<file path="src/rtl/uart_tx_arb_pkg.sv">
// Shared types and helpers for the UART TX arbiter.
// Frame length depends on UART_TX_ARB_CHECKSUM_EN (trailing XOR byte when defined).
package uart_tx_arb_pkg;

  typedef enum logic [1:0] {
    ST_IDLE     = 2'd0,
    ST_HEADER   = 2'd1,
    ST_PAYLOAD  = 2'd2,
    ST_CHECKSUM = 2'd3
  } arb_state_t;

  // Header byte layout: tag in the upper nibble, requester id in the lower nibble
  localparam int HDR_TAG_W = 4;
  localparam int HDR_ID_W  = 4;

  function automatic logic [7:0] make_header(input logic [HDR_TAG_W-1:0] tag,
                                             input logic [HDR_ID_W-1:0]  id);
    return {tag, id};
  endfunction

  function automatic int frame_len(input int word_bytes);
`ifdef UART_TX_ARB_CHECKSUM_EN
    return word_bytes + 2;
`else
    return word_bytes + 1;
`endif
  endfunction

endpackage

</file>
<file path="src/rtl/uart_rr_pick.sv">
// Combinational rotate-priority picker: first set request at or after rr_ptr, wrapping.
module uart_rr_pick #(
  parameter int NUM_REQ = 4,
  parameter int PTR_W   = $clog2(NUM_REQ)
) (
  input  logic [NUM_REQ-1:0] req,
  input  logic [PTR_W-1:0]   rr_ptr,
  output logic [PTR_W-1:0]   winner,
  output logic               any_req
);

  logic [PTR_W-1:0] cand;

  // Walk from the farthest offset down so the nearest set request wins last.
  always_comb begin
    winner  = '0;
    any_req = 1'b0;
    cand    = '0;
    for (int k = NUM_REQ - 1; k >= 0; k--) begin
      cand = PTR_W'((int'(rr_ptr) + k) % NUM_REQ);
      if (req[cand]) begin
        winner  = cand;
        any_req = 1'b1;
      end
    end
  end

endmodule

</file>
<file path="src/rtl/uart_tx_arbiter.sv">
// Round-robin arbiter framing one requester word at a time onto a UART TX byte stream.
// Define UART_TX_ARB_CHECKSUM_EN to append an XOR checksum byte to every frame.
//
// state       | meaning
// ST_IDLE     | no frame in flight; arbitrate on any request
// ST_HEADER   | presenting header {HEADER_TAG, winner}
// ST_PAYLOAD  | presenting payload bytes, most significant first
// ST_CHECKSUM | presenting XOR of header and payload (checksum build only)
module uart_tx_arbiter
  import uart_tx_arb_pkg::*;
#(
  parameter int         NUM_REQ    = 4,
  parameter int         WORD_BYTES = 2,
  parameter logic [3:0] HEADER_TAG = 4'hA
) (
  input  logic                          clock,
  input  logic                          reset,
  input  logic [NUM_REQ-1:0]            req,
  input  logic [NUM_REQ*WORD_BYTES*8-1:0] payload,
  output logic [NUM_REQ-1:0]            grant,
  output logic                          busy,
  output logic [7:0]                    out_byte,
  output logic                          out_valid,
  input  logic                          out_ready
);

  localparam int PTR_W  = $clog2(NUM_REQ);
  localparam int WORD_W = WORD_BYTES * 8;
  localparam int IDX_W  = (WORD_BYTES > 1) ? $clog2(WORD_BYTES) : 1;
  localparam logic [IDX_W-1:0] LAST_IDX = IDX_W'(WORD_BYTES - 1);
  localparam logic [PTR_W-1:0] LAST_REQ = PTR_W'(NUM_REQ - 1);

  arb_state_t       state;
  logic [PTR_W-1:0] rr_ptr;
  logic [PTR_W-1:0] winner;
  logic             any_req;
  logic [WORD_W-1:0] word_sr;
  logic [WORD_W-1:0] win_word;
  logic [IDX_W-1:0] idx;
  logic [7:0]       hdr;
  logic             handshake;
`ifdef UART_TX_ARB_CHECKSUM_EN
  logic [7:0]       csum;
`endif

  uart_rr_pick #(
    .NUM_REQ (NUM_REQ),
    .PTR_W   (PTR_W)
  ) u_pick (
    .req     (req),
    .rr_ptr  (rr_ptr),
    .winner  (winner),
    .any_req (any_req)
  );

  assign handshake = out_valid & out_ready;
  assign hdr       = make_header(HEADER_TAG, 4'(winner));

  always_comb begin
    win_word = '0;
    for (int i = 0; i < NUM_REQ; i++) begin
      if (winner == PTR_W'(i)) win_word = payload[i*WORD_W +: WORD_W];
    end
  end

  always_ff @(posedge clock or posedge reset) begin
    if (reset) begin
      state     <= ST_IDLE;
      rr_ptr    <= '0;
      grant     <= '0;
      busy      <= 1'b0;
      out_valid <= 1'b0;
      out_byte  <= 8'h00;
      word_sr   <= '0;
      idx       <= '0;
`ifdef UART_TX_ARB_CHECKSUM_EN
      csum      <= 8'h00;
`endif
    end else begin
      grant <= '0;
      case (state)
        ST_IDLE: begin
          if (any_req) begin
            grant     <= NUM_REQ'(1) << winner;
            busy      <= 1'b1;
            out_valid <= 1'b1;
            out_byte  <= hdr;
            word_sr   <= win_word;
            rr_ptr    <= (winner == LAST_REQ) ? '0 : winner + 1'b1;
            state     <= ST_HEADER;
`ifdef UART_TX_ARB_CHECKSUM_EN
            csum      <= hdr;
`endif
          end
        end
        ST_HEADER: begin
          if (handshake) begin
            out_byte <= word_sr[WORD_W-1 -: 8];
            word_sr  <= word_sr << 8;
            idx      <= '0;
            state    <= ST_PAYLOAD;
          end
        end
        ST_PAYLOAD: begin
          if (handshake) begin
            if (idx == LAST_IDX) begin
`ifdef UART_TX_ARB_CHECKSUM_EN
              // out_byte is the last payload byte; fold it in on the way out
              out_byte  <= csum ^ out_byte;
              state     <= ST_CHECKSUM;
`else
              out_valid <= 1'b0;
              busy      <= 1'b0;
              state     <= ST_IDLE;
`endif
            end else begin
              out_byte <= word_sr[WORD_W-1 -: 8];
              word_sr  <= word_sr << 8;
              idx      <= idx + 1'b1;
`ifdef UART_TX_ARB_CHECKSUM_EN
              csum     <= csum ^ out_byte;
`endif
            end
          end
        end
`ifdef UART_TX_ARB_CHECKSUM_EN
        ST_CHECKSUM: begin
          if (handshake) begin
            out_valid <= 1'b0;
            busy      <= 1'b0;
            state     <= ST_IDLE;
          end
        end
`endif
        default: begin
          out_valid <= 1'b0;
          busy      <= 1'b0;
          state     <= ST_IDLE;
        end
      endcase
    end
  end

endmodule

</file>
<file path="config.mk">
export PLATFORM = sky130hd
export DESIGN_NAME = uart_tx_arbiter
export DESIGN_NICKNAME = d
export VERILOG_FILES = /design/src/rtl/uart_tx_arb_pkg.sv /design/src/rtl/uart_rr_pick.sv /design/src/rtl/uart_tx_arbiter.sv
export SDC_FILE = /design/constraint.sdc
export NUM_CORES = 1
export LEC_CHECK = 0
export ABC_AREA = 0
export BUFFER_PORTS_ARGS = -buffer_cell sky130_fd_sc_hd__buf_2
export CAP_MARGIN = 20
export CELL_PAD_IN_SITES_DETAIL_PLACEMENT = 0
export CELL_PAD_IN_SITES_GLOBAL_PLACEMENT = 1
export CORE_MARGIN = 4
export CORE_UTILIZATION = 36
export CTS_BUF_LIST = sky130_fd_sc_hd__clkbuf_4 sky130_fd_sc_hd__clkbuf_8 sky130_fd_sc_hd__clkbuf_16
export DETAILED_ROUTE_END_ITERATION = 6
export PLACE_DENSITY = 0.83
export SYNTH_ARGS = -nofsm -noshare
export SYNTH_HDL_FRONTEND = slang
export SYNTH_SLANG_ARGS = --single-unit
</file>
<file path="constraint.sdc">
create_clock -name clock -period 3.2 [get_ports clock]
set_input_delay 0.16 -clock clock [delete_from_list [all_inputs] [get_ports clock]]
set_output_delay 0.16 -clock clock [all_outputs]
set_load 0.01 [all_outputs]
</file>
# Yosys cells after proc, flatten, opt, wreduce, memory -nomap -nowiden
# Cells that the tools add are included.
word_totals:
  register_bits: 34
  latchBits: 0
  ram_bits: 0
  romBits: 0
  wordCells: 84
  n_memories: 0
op_classes:
  n_addsub: 5
  mul: 0
  n_div: 0
  magnitude_cmp: 4
  n_eq_ne: 10
  n_shift: 1
  n_mux: 46
  n_bitwise: 2
  n_reduce_logical: 9
op_table:
  columns: ["operator", "count"]
  rows:
  - ["$mux W16", 8]
  - ["$pmux W16 S3", 1]
  - ["$mux W8", 4]
  - ["$pmux W8 S3", 1]
  - ["$mux W2", 9]
  - ["$mux W1", 14]
  - ["$lt A2 B3 Y1 const B", 4]
  - ["$ne A2 B2 Y1 const B", 5]
  - ["$bmux W1 S2", 4]
  - ["$mux W4", 2]
  - ["$reduce_and A4 Y1", 2]
  - ["$eq A2 B2 Y1 const B", 3]
  - ["$pmux W2 S3", 1]
  - ["$reduce_and A5 Y1", 1]
  - ["$add A2 B1 Y2 const B", 2]
  - ["$add A2 B2 Y2 const B", 2]
  - ["$eq A2 B1 Y1 const B", 2]
  - ["$logic_not A2 Y1", 2]
  - ["$shl A1 B2 Y4 const A", 1]
  - ["$pmux W1 S3", 1]
  - ["$reduce_and A3 Y1", 1]
  - ["$reduce_bool A3 Y1", 1]
  - ["$pmux W1 S2", 1]
  - ["$reduce_and A2 Y1", 1]
  - ["other kinds (4)", 4]

# Logic depth before layout (Yosys ltp)
# Gate-level depths: netlist (run 1).
depth:
  word_depth: 14
  depth_mapped: 12
  depth_no_buf: 9

# Cells and area by module
# From an unflattened synthesis (run 1), not the netlist that was laid out.
hier_totals:
  cells_unflattened: 244
  hier_area_um2: 2177.1
modules_own_cells:
  columns: ["module", "n_inst", "cells_per_inst", "area_per_inst_um2", "seq_area_each_um2"]
  rows:
  - ["uart_tx_arbiter", 1, 231, 2099.5, 850.8]
  - ["uart_rr_pick", 1, 13, 77.6, 0.0]

# Worst setup path after synthesis (run 1)
# No wires, ideal clock.
synth_timing:
  path_kind: "reg2reg"
  start: "register rr_ptr[1]"
  end: "register word_sr[10]"
  arrival_ns: 2.362
  required_ns: 3.136
  slack_ns: 0.774
  stages_incl_launch_ff: 13
  path_cell_list: "dfrtp_1 > clkbuf_1 > a21o_1 > a21oi_1 > o22a_1 > inv_1 > ha_1 > buf_2 > nor2b_1 > clkbuf_1 > a221oi_1 > o21ai_0 > mux2_4"
synth_via:
  elab_chain_cells: 14
  word_cells_on_any_way: 31
synth_rtl:
  columns: ["item", "line", "source"]
  rows:
  - ["start, declared", "uart_tx_arbiter.sv:34", "logic [PTR_W-1:0] rr_ptr;"]
  - ["start signal, assigned", "uart_tx_arbiter.sv:89", "rr_ptr <= (winner == LAST_REQ) ? '0 : winner + 1'b1;"]
  - ["$add A2 B2 Y2", "uart_rr_pick.sv:20", "cand = PTR_W'((int'(rr_ptr) + k) % NUM_REQ);"]
  - ["$bmux W1 S2", "uart_rr_pick.sv:21", "if (req[cand]) begin"]
  - ["$mux W1 (not written as such)", "uart_rr_pick.sv:21", null]
  - ["$mux W2 (4 in series)", "uart_rr_pick.sv:21", null]
  - ["$logic_not A2 Y1", "uart_tx_arbiter.sv:62", "if (winner == PTR_W'(i)) win_word = payload[i*WORD_W +: WORD_W];"]
  - ["$mux W16 (4 in series)", "uart_tx_arbiter.sv:62", null]
  - ["$mux W16", "uart_tx_arbiter.sv:83", "if (any_req) begin"]
  - ["$pmux W16 S3", "uart_tx_arbiter.sv:81", "case (state)"]
  - ["end signal, assigned", "uart_tx_arbiter.sv:88", "word_sr <= win_word;"]
  - ["end signal, assigned", "uart_tx_arbiter.sv:99", "word_sr <= word_sr << 8;"]
  - ["end signal, assigned", "uart_tx_arbiter.sv:118", "word_sr <= word_sr << 8;"]
  - ["end, declared", "uart_tx_arbiter.sv:37", "logic [WORD_W-1:0] word_sr;"]
# Several ways; a longest one is shown, not always the timed one. The select of a mux whose other input is x is not followed.
# A chain may end at the register's enable or synchronous reset.

# Worst setup path in the final report (run 1)
layout_timing:
  start: "register rr_ptr[1]"
  end: "register word_sr[9]"
# The elaborated chain is that of the path after synthesis.

==> impl_metrics.json, run 1 <==
{
  "cts_sinks": 34,
  "element_type_at_the_critical_path_end": "flip-flop",
  "drc": 0,
  "timing.final.hold_violations": 0,
  "critPathBufInv": 1,
  "chipWidth_um": 84.6,
  "final_net_count": 373,
  "setup_repair_after_global_routing_missed_its_margin": "false",
  "post-route-cell-area_um2": 2680,
  "grt_max_degree": 35,
  "layout.cells.most_common": "sky130_fd_sc_hd__buf_2",
  "final.fill_count": 575,
  "timing_max_transition_violations_final": 0,
  "syn-instance-count": 212,
  "critical_path.cell_chain": "o32ai_1 > nor2_1 > inv_1 > ha_1 > nor2b_1 > a221oi_1 > o21ai_0 > mux2_4",
  "design.portCount": 85,
  "track_usage_pct": 15.5,
  "met1Wirelength_mm": 2.57,
  "post_synth_edffs": 0,
  "syn_avg_cell_area_um2": 9.97,
  "synth.yosys.seq_area_share_pct": 40.3,
  "final-setup-viol-count": 0,
  "tightestPinTransition_ps": 1070,
  "total_gr_overflow": 0,
  "synth_warnings": 0,
  "power.density_cell_area_nw_per_um2": 964,
  "worst_clock_skew_ps": 4.51,
  "avgRoutedWirePerCell_um": 15.6,
  "route.met3.wl_um": 384,
  "grt_antenna_before_repair": 0,
  "cts_root_buffer": "sky130_fd_sc_hd__clkbuf_8",
  "crit_slowest_cell": "sky130_fd_sc_hd__nor2b_1",
  "post_cts_buffers": 0,
  "worstHoldPathType": "input port to flip-flop",
  "synthFlopType": "sky130_fd_sc_hd__dfrtp_1",
  "route.vias.total": 1935,
  "synth.distinct_cells": 39,
  "cts-htree-levels": 2,
  "route.detailed.vias_per_inst": 5.29,
  "final_antenna_net_count": 0,
  "path_clk_slew_ps": 70,
  "criticalPathCategory": "flip-flop to flip-flop",
  "min_period_over_period_pct": 87.3,
  "mostFrequentLayoutCells": "84 x sky130_fd_sc_hd__buf_2, 34 x sky130_fd_sc_hd__dfrtp_1, 23 x sky130_fd_sc_hd__inv_1, 17 x sky130_fd_sc_hd__a22oi_1, 17 x sky130_fd_sc_hd__o21ai_0",
  "port_buffers": 84,
  "drive_gt1_share_pct": 38.1,
  "dr_wl_met2_mm": 2.55,
  "fin_tns_setup_ps": 0,
  "yosys_register_bits": 34,
  "area_growth_pct": 26.8,
  "clock_buffers_created_by_tritoncts": 5,
  "cts_tree": "built",
  "firstDrtPassIters": 4,
  "cp_max_fo": 15,
  "clock_latency_ps": 280,
  "clock_tree.buffer_depth": 2,
  "critical_path_required_ps": 3420,
  "num_rows": 27,
  "async_flop_share_pct": 100,
  "chipHeight_um": 84.6,
  "dpl_cell_area_um2": 2570,
  "grt_first_pass_wirelength_mm": 8.98,
  "num_antenna_cells": 0,
  "post_cts_resized": 0,
  "design.core.area_um2": 5610,
  "synth_fp_nets": 292,
  "syn-cell-area_um2": 2110,
  "slew_headroom_pct": 28.4,
  "multi_input_comb_area_um2": 1080,
  "achievable-frequency_ghz": 0.358,
  "critical_path_arrival_ps": 3010,
  "first_iter_violations": 82,
  "grt_pass1_vias": 1950,
  "dieArea_um2": 7160,
  "totalWireLength_mm": 5.72,
  "area.sequential_um2": 851,
  "max_cap_violations": 0,
  "peakVddDrop_mv": 0.327,
  "routabilityCongestion": 0.884,
  "leakagePower_nw": 1.35,
  "min_period_ps": 2790,
  "timing.critical_path.from_type": "flip-flop",
  "result_of_the_run": "finished clean",
  "cp_top_family": "simple AND/OR/NAND/NOR gates",
  "start_util_pct": 37.7,
  "critical-path-max-stage-delay_ps": 850,
  "highest_layer": "met4",
  "place_hpwl_mm": 4.24
}
==> what timing repair did <==
| action | 4_1_cts | 5_1_grt |
|---|---|---|
| endpoints found under the setup margin | 0 | 0 |
| endpoints found under the hold margin | 34 | 0 |
| hold buffers | 1 | 0 |
==> worst reg2reg max path, stage by stage, from the launching register on <==
cell	delay (ps)
sky130_fd_sc_hd__dfrtp_1	460
sky130_fd_sc_hd__o32ai_1	380
sky130_fd_sc_hd__nor2_1	150
sky130_fd_sc_hd__inv_1	120
sky130_fd_sc_hd__ha_1	200
sky130_fd_sc_hd__nor2b_1	850
sky130_fd_sc_hd__a221oi_1	180
sky130_fd_sc_hd__o21ai_0	220
sky130_fd_sc_hd__mux2_4	160
==> Yosys cell counts, types with 7 or more instances <==
cell type	n	area, um2
sky130_fd_sc_hd__a22oi_1	17	128
sky130_fd_sc_hd__o2bb2ai_1	8	70.1
sky130_fd_sc_hd__o21ai_0	17	85.1
sky130_fd_sc_hd__a221o_1	7	70.1
sky130_fd_sc_hd__mux2_2	7	78.8
sky130_fd_sc_hd__a21oi_1	12	60.1
sky130_fd_sc_hd__inv_1	23	86.3
sky130_fd_sc_hd__dfrtp_1	34	851
sky130_fd_sc_hd__mux2_4	7	105
sky130_fd_sc_hd__clkbuf_1	11	41.3
sky130_fd_sc_hd__nand2_1	7	26.3
sky130_fd_sc_hd__ha_1	9	113
sky130_fd_sc_hd__a221oi_1	8	70.1
==> layer usage <==
metal | GRT usage, % | vias up
li1 | - | 944
met1 | 20.2 | 894
met2 | 24.1 | 78
met3 | 2.94 | 19
met4 | 8.49 | 0
met5 | 0 | -
==> through the flow <==
step / setup WS [ps] / power, mW / std cells / hold slack, ps / util (%)
3_3_place_gp: 516 / 2.22 / 357 / 279 / 45.9
6_report: 407 / 2.58 / 366 / 182 / 47.8
3_5_place_dp: 451 / 2.25 / 357 / 277 / 45.9
2_1_floorplan: 774 / 1.93 / 212 / 302 / -
5_1_grt: 113 / 2.80 / 366 / 184 / 47.8
4_1_cts: 431 / 2.60 / 366 / 180 / 47.8
==> worst paths after layout <==
kind / from / endpoint / slack (ps) / depth (start not counted)
max: rr_ptr[1] / word_sr[9] / 410 / 8
min: payload[54] / word_sr[6] / 180 / 3
max reg2reg: rr_ptr[1] / word_sr[9] / 410 / 8
min reg2reg: word_sr[7] / word_sr[7] / 490 / 1
max in group asynchronous: reset / word_sr[9] / 2380 / 4
min in group asynchronous: reset / out_byte[1] / 520 / 4
==> cell families (layout without fill, tap and decap cells) <==
group,Yosys count,after routing,share of synthesized area (%)
AO/OA/AOI/OAI,82,82,27.9
adder cells (fa/ha/maj),9,9,5.33
buffers and inverters,40,122,8.53
flip-flops,34,34,40.3
multiplexers,19,19,11.1
AND/OR/NAND/NOR,28,28,6.87
==> final cells by class <==
cell class                      count  area share, %
Inverter                           23           3.22
Multi-Input combinational cell    138           40.4
Sequential cell                    34           31.7
Tap cell                           72           3.36
Clock buffer                        7           3.36
Clock inverter                      1          0.187
Timing Repair Buffer               91           17.7
==> power breakdown <==
| group | total [mW] | leakage [nW] | switching, mW | internal [mW] |
|---|---|---|---|---|
| combinational | 1.52 | 0.870 | 0.793 | 0.731 |
| clock | 0.338 | 0.0517 | 0.156 | 0.182 |
| sequential | 0.721 | 0.434 | 0.112 | 0.608 |
| total | 2.58 | 1.35 | 1.06 | 1.52 |
==> state kept, by name, indices dropped and copies added (netlist names) <==
| name | flops |
|---|---|
| state | 2 |
| out_valid | 1 |
| grant | 4 |
| rr_ptr | 2 |
| idx | 1 |
| out_byte | 8 |
| word_sr | 16 |
Power figures use the tool's default switching activity.
==> inputs of run 2 (changes only) <==
- CORE_UTILIZATION: 36 -> 39
- CTS_BUF_LIST: sky130_fd_sc_hd__clkbuf_4 sky130_fd_sc_hd__clkbuf_8 sky130_fd_sc_hd__clkbuf_16 -> default
- PLACE_DENSITY: 0.83 -> 0.89
- clock period: 3.2 -> 3.4 ns (I/O delays scaled with it)
==> run 2 against run 1 <==
Effect of this change: critical path type unchanged; highest routed layer unchanged; critical path depth increased by 2; cell count decreased by 0.27%; power decreased by 5.8%; count of clock-buffer cells in the layout unchanged; register-to-register slack improved by 350 ps; clock skew increased by 3.5 ps; sequential cell count unchanged; critical endpoint unchanged.
==> impl_metrics.json, run 2 (synthesis results as in run 1) <==
{
  "port_buffers": 84,
  "design.portCount": 85,
  "start_util_pct": 40.9,
  "cts-htree-levels": 2,
  "route.vias.total": 1930,
  "clock_power_share_pct": 12.4,
  "totalWireLength_mm": 5.41,
  "grt_antenna_before_repair": 0,
  "grt_pass1_vias": 1813,
  "p_sw_share_pct": 40.2,
  "power.combinational.fraction_pct": 59.7,
  "design.core.area_um2": 5170,
  "post-route-cell-area_um2": 2710,
  "largest_register_ffs": 16,
  "cts_root_buffer": "sky130_fd_sc_hd__clkbuf_8",
  "firstDrtPassIters": 4,
  "route.detailed.vias_per_inst": 5.29,
  "crit_slowest_cell": "sky130_fd_sc_hd__dfrtp_1",
  "place_hpwl_mm": 4.09,
  "power.share.sequential_pct": 27.8,
  "netSwitchingPower_uw": 979,
  "peakVddDrop_mv": 0.536,
  "num_antenna_cells": 0,
  "worst_clock_skew_ps": 7.98,
  "num_rows": 26,
  "min_period_ps": 2650,
  "dpl_cell_area_um2": 2560,
  "achievable-frequency_ghz": 0.378,
  "critical_path_arrival_ps": 2820,
  "path_clk_slew_ps": 70,
  "final_antenna_net_count": 0,
  "clock_latency_ps": 280,
  "avgRoutedWirePerCell_um": 14.8,
  "critical_path_required_ps": 3570,
  "setup_repair_after_global_routing_missed_its_margin": "false",
  "critical_path.cell_chain": "a21boi_0 > o32ai_1 > nor2_1 > inv_1 > ha_1 > nor2b_1 > buf_4 > a221oi_1 > o21ai_0 > mux2_4",
  "dieArea_um2": 6660,
  "leakagePower_nw": 1.37,
  "final-setup-viol-count": 0,
  "power.density_cell_area_nw_per_um2": 898,
  "max_cap_violations": 0,
  "total_gr_overflow": 0,
  "top_register": "word_sr",
  "timing.critical_path.from_type": "flip-flop",
  "fin_tns_setup_ps": 0,
  "holdBufCountCts": 0,
  "area_growth_pct": 28.2,
  "cp_max_fo": 8,
  "grt_first_pass_wirelength_mm": 8.31,
  "grt_max_degree": 27,
  "cts_tree": "built",
  "routabilityCongestion": 0.831,
  "chipHeight_um": 81.6,
  "cp_top_family": "compound AO/OA/AOI/OAI gates",
  "timing.final.hold_violations": 0,
  "element_type_at_the_critical_path_end": "flip-flop",
  "min_period_over_period_pct": 77.8,
  "mostFrequentLayoutCells": "84 x sky130_fd_sc_hd__buf_2, 34 x sky130_fd_sc_hd__dfrtp_1, 23 x sky130_fd_sc_hd__inv_1, 17 x sky130_fd_sc_hd__a22oi_1, 17 x sky130_fd_sc_hd__o21ai_0",
  "critical-path-max-stage-delay_ps": 450,
  "chipWidth_um": 81.6,
  "post_cts_buffers": 0,
  "drc": 0,
  "critPathBufInv": 2,
  "cts_sinks": 34,
  "clock_tree.buffer_depth": 2,
  "layout.cells.most_common": "sky130_fd_sc_hd__buf_2",
  "final.fill_count": 490,
  "post_cts_resized": 0,
  "result_of_the_run": "finished clean",
  "slew_headroom_pct": 56.0,
  "worstHoldPathType": "input port to flip-flop",
  "drive_gt1_share_pct": 38.0,
  "criticalPathCategory": "flip-flop to flip-flop",
  "first_iter_violations": 112,
  "final_net_count": 374,
  "timing_max_transition_violations_final": 0,
  "clock_buffers_created_by_tritoncts": 5,
  "reg_top3": "word_sr: 16 flops, out_byte: 8 flops, grant: 4 flops",
  "tightestPinTransition_ps": 661,
  "track_usage_pct": 16.1,
  "p_int_mw": 1.45
}
==> run 2: cell type report <==
cell class                 count  area [um2]  area share, %
multi-input combinational    138        1080           40.0
tap                           70        87.6           3.23
sequential                    34         851           31.4
timing repair buffer          92         510           18.8
clock inverter                 1        5.00          0.185
clock buffer                   7        86.3           3.19
inverter                      23        86.3           3.19
==> run 2: layer usage <==
metal,global-route usage [%],wire (um)
met5,0,0
met4,5.15,65
met3,4.06,522
met2,25.2,2500
met1,21.8,2320
==> run 2: path summary, 6_finish.rpt <==
check                            from    endpoint  slack [ps]  depth (start not counted)
max                         rr_ptr[1]  word_sr[9]         750                         10
min                         out_ready         idx         190                          2
max reg2reg                 rr_ptr[1]  word_sr[9]         750                         10
min reg2reg                word_sr[5]  word_sr[5]         490                          1
max in group asynchronous       reset  word_sr[5]        2240                          5
min in group asynchronous       reset   out_valid         470                          3
==> run 2: power groups by stage <==
stage                     clock network (mW)  logic [mW]  registers (mW)
final                                  0.303        1.45           0.677
after global routing                   0.329        1.62           0.697
after CTS                              0.309        1.40           0.677
after detailed placement                   0        1.39           0.683
after global placement                     0        1.37           0.678
after floorplan                            0        1.14           0.678
==> run 2: through the flow <==
step | utilization, % | hold slack [ps] | setup WS [ps] | power (mW) | cells
6_report | 52.4 | 189 | 754 | 2.43 | 365
5_1_grt | 52.4 | 193 | 543 | 2.65 | 365
4_1_cts | 51.2 | 140 | 579 | 2.38 | 361
3_5_place_dp | 49.4 | 444 | 592 | 2.08 | 353
3_3_place_gp | 49.4 | 439 | 736 | 2.04 | 353
2_1_floorplan | - | 312 | 974 | 1.82 | 212
==> inputs of run 3 (changes only) <==
- ABC_AREA: 0 -> 1
- CORE_UTILIZATION: 39 -> 31
- PLACE_DENSITY: 0.89 -> 0.79
- clock period: 3.4 -> 2.4 ns (I/O delays scaled with it)
==> run 3 against run 2 <==
Effect of this change: sequential cell count unchanged; clock skew about the same; synthesized cell count up 56%; count of clock-buffer cells in the layout down 1.
==> impl_metrics.json, run 3 <==
{
  "clock_power_share_pct": 8.5,
  "top_register": "word_sr",
  "design.core.area_um2": 7370,
  "reg_top3": "word_sr: 16 flops, out_byte: 8 flops, grant: 4 flops",
  "power.share.sequential_pct": 15.6,
  "synth.yosys.seq_area_share_pct": 35.7,
  "cp_max_fo": 8,
  "number_of_cells_traversed_by_the_worst_hold_path": 3,
  "firstDrtPassIters": 4,
  "final.fill_count": 767,
  "yosys_register_bits": 34,
  "synth_warnings": 0,
  "drive_gt1_share_pct": 39.4,
  "num_antenna_cells": 0,
  "num_rows": 31,
  "final_antenna_net_count": 0,
  "route.vias.total": 2423,
  "synth.most_common_cell": "sky130_fd_sc_hd__nand2_1",
  "grt_antenna_before_repair": 0,
  "p_int_mw": 3.20,
  "achievable-frequency_ghz": 0.443,
  "cts_root_buffer": "sky130_fd_sc_hd__clkbuf_8",
  "criticalPathCategory": "flip-flop to flip-flop",
  "netSwitchingPower_mw": 3.14,
  "dieArea_um2": 9160,
  "result_of_the_run": "finished clean",
  "endpoint_with_the_worst_hold_slack": "idx",
  "post_synth_edffs": 0,
  "leakagePower_nw": 1.68,
  "clock_latency_ps": 280,
  "worstHoldPathType": "input port to flip-flop",
  "worst_clock_skew_ps": 8.35,
  "cts_sinks": 34,
  "min-delay-start": "out_ready",
  "setup.reg_to_reg.worst_slack_ps": 140,
  "drc": 0,
  "final-setup-viol-count": 0,
  "mostFrequentLayoutCells": "105 x sky130_fd_sc_hd__nand2_1, 84 x sky130_fd_sc_hd__buf_2, 33 x sky130_fd_sc_hd__dfrtp_1, 24 x sky130_fd_sc_hd__o21ai_0, 21 x sky130_fd_sc_hd__inv_1",
  "min_period_over_period_pct": 94.1,
  "largest_register_ffs": 16,
  "synthFlopType": "sky130_fd_sc_hd__dfrtp_1",
  "power.combinational.fraction_pct": 75.9,
  "layout.cells.most_common": "sky130_fd_sc_hd__nand2_1",
  "grt_pass1_vias": 2335,
  "critical_path_arrival_ps": 2470,
  "cts-htree-levels": 2,
  "critical_path_required_ps": 2610,
  "grt_first_pass_wirelength_mm": 10.9,
  "fin_tns_setup_ps": 0,
  "clock_buffers_created_by_tritoncts": 5,
  "syn-instance-count": 330,
  "post-synth-top-area-fraction_pct": 35.7,
  "path_clk_slew_ps": 70,
  "synth_fp_nets": 410,
  "avgRoutedWirePerCell_um": 13.2,
  "layout.cells.non_filler": 523,
  "chipWidth_um": 95.7,
  "final_net_count": 504,
  "post_synth_most_frequent_cells": "116 x sky130_fd_sc_hd__nand2_1, 34 x sky130_fd_sc_hd__dfrtp_1, 28 x sky130_fd_sc_hd__o21ai_0",
  "first_iter_violations": 89,
  "numPlacedInstances": 511,
  "tightestPinTransition_ps": 692,
  "syn-cell-area_um2": 2390,
  "setup_repair_after_global_routing_missed_its_margin": "true",
  "post-synth-top-area-cell": "sky130_fd_sc_hd__dfrtp_1",
  "grt_max_degree": 26,
  "min_period_ps": 2260,
  "total_gr_overflow": 0,
  "slew_headroom_pct": 53.8,
  "port_buffers": 84,
  "synth.distinct_cells": 26,
  "p_sw_share_pct": 49.5,
  "r2r-end": "word_sr[0]",
  "timing_max_transition_violations_final": 0,
  "element_type_at_the_critical_path_end": "flip-flop",
  "totalWireLength_mm": 6.88,
  "track_usage_pct": 15.4,
  "peakVddDrop_mv": 0.783,
  "design.portCount": 85,
  "async_flop_share_pct": 100,
  "start_util_pct": 32.4,
  "timing.final.hold_violations": 0,
  "max_cap_violations": 0,
  "r2r.worst_path.cells": 20,
  "area_contributors_post_synth": "sky130_fd_sc_hd__dfrtp_1 36%, sky130_fd_sc_hd__nand2_1 18%, sky130_fd_sc_hd__o21ai_0 5.9%",
  "r2r-start": "rr_ptr[0]",
  "power.density_cell_area_nw_per_um2": 1940,
  "power_mw": 6.34,
  "area_growth_pct": 36.9,
  "syn_avg_cell_area_um2": 7.23,
  "routabilityCongestion": 0.833,
  "chipHeight_um": 95.7,
  "timing.critical_path.from_type": "flip-flop",
  "route.detailed.vias_per_inst": 4.63,
  "cts_tree": "built",
  "place_hpwl_mm": 5.13,
  "clock_tree.buffer_depth": 2
}
## run 3: cell count changes after synthesis, moves of 11 or more
cell | before | now
sky130_fd_sc_hd__nor2_1 | 5 | 16
sky130_fd_sc_hd__o21ai_0 | 17 | 28
sky130_fd_sc_hd__a22oi_1 | 17 | 0
sky130_fd_sc_hd__nand3_1 | 1 | 22
sky130_fd_sc_hd__nand2_1 | 7 | 116
## run 3: kinds of logic after synthesis
kind of cell	count (synthesis)	share of synthesized area (%)
buf+inv	45	9.18
flops	34	35.7
fa+ha+maj	9	4.72
simple gates	177	34.5
compound gates	65	15.9
## run 3: metal layers
| layer | part of all wire (%) | up-vias | global-route usage [%] |
|---|---|---|---|
| met2 | 47 | 80 | 25.8 |
| li1 | - | 1250 | - |
| met1 | 45 | 1087 | 19.7 |
| met4 | 0.94 | 0 | 3.91 |
| met5 | 0 | - | 0 |
| met3 | 7.0 | 6 | 4.22 |
## run 3: repair_timing
item	4_1_cts	5_1_grt
hold buffers	1	0
endpoints found under the setup margin	0	16
setup buffers	0	2
resized for setup	0	36
hold endpoints to repair	16	0
## run 3: cell type report
class                   count  area (um2)  area share (%)
repair buffers            105         664            20.3
multi-input cells         251        1400            42.9
inverters                  27         111            3.41
flip-flops and latches     34         852            26.1
clock inverters             1        30.0           0.920
clock buffers               6        82.6            2.53
well taps                  99         124            3.79
## run 3: how the worst max path moves through the flow
| stage | startpoint | endpoint | slack (ps) | depth (start not counted) |
|---|---|---|---|---|
| floorplan | rr_ptr[0] | word_sr[0] | 160 | 20 |
| global placement | rr_ptr[0] | word_sr[5] | 70 | 20 |
| detailed placement | rr_ptr[0] | word_sr[5] | 20 | 18 |
| CTS | rr_ptr[0] | word_sr[5] | 0.2 | 18 |
| global route | rr_ptr[0] | word_sr[14] | -30 | 16 |
| finish | rr_ptr[0] | word_sr[0] | 140 | 20 |
## run 3: critical path, cell delays in order (launching register included)
cell and delay [ps]:
sky130_fd_sc_hd__dfrtp_2 470, sky130_fd_sc_hd__buf_6 140, sky130_fd_sc_hd__nand2_2 50, sky130_fd_sc_hd__nand2_1 40
sky130_fd_sc_hd__nand2_1 70, sky130_fd_sc_hd__nand2_1 70, sky130_fd_sc_hd__nand2_2 90, sky130_fd_sc_hd__nand2_2 60
sky130_fd_sc_hd__nand2_2 80, sky130_fd_sc_hd__nand2_4 80, sky130_fd_sc_hd__inv_4 70, sky130_fd_sc_hd__ha_4 140
sky130_fd_sc_hd__inv_4 40, sky130_fd_sc_hd__nor2_4 160, sky130_fd_sc_hd__buf_12 140, sky130_fd_sc_hd__nand2_1 50
sky130_fd_sc_hd__nand3_1 50, sky130_fd_sc_hd__o21ai_0 70, sky130_fd_sc_hd__a21oi_1 180, sky130_fd_sc_hd__nand2_2 80
sky130_fd_sc_hd__o21ai_2 60
## run 3: power by group through the flow
| stage | Combinational, mW | Clock (mW) | Sequential, mW |
|---|---|---|---|
| 3_3_place_gp | 4.20 | 0 | 0.996 |
| 6_report | 4.81 | 0.541 | 0.988 |
| 5_1_grt | 5.38 | 0.579 | 1.02 |
| 4_1_cts | 4.26 | 0.551 | 0.988 |
| 3_5_place_dp | 4.23 | 0 | 0.999 |
| 2_1_floorplan | 3.11 | 0 | 1.01 |
## run 3: per-stage QoR
stage               hold WS (ps)  utilization [%]  instance area (um2)  setup slack, ps
global placement             266             40.4                 2980             70.2
detailed placement           274             40.4                 2980             15.1
global route                 190             44.3                 3270            -32.3
CTS                          131             42.0                 3100            0.206
finish                       132             44.3                 3270              143
floorplan                    262                -                 2390              159
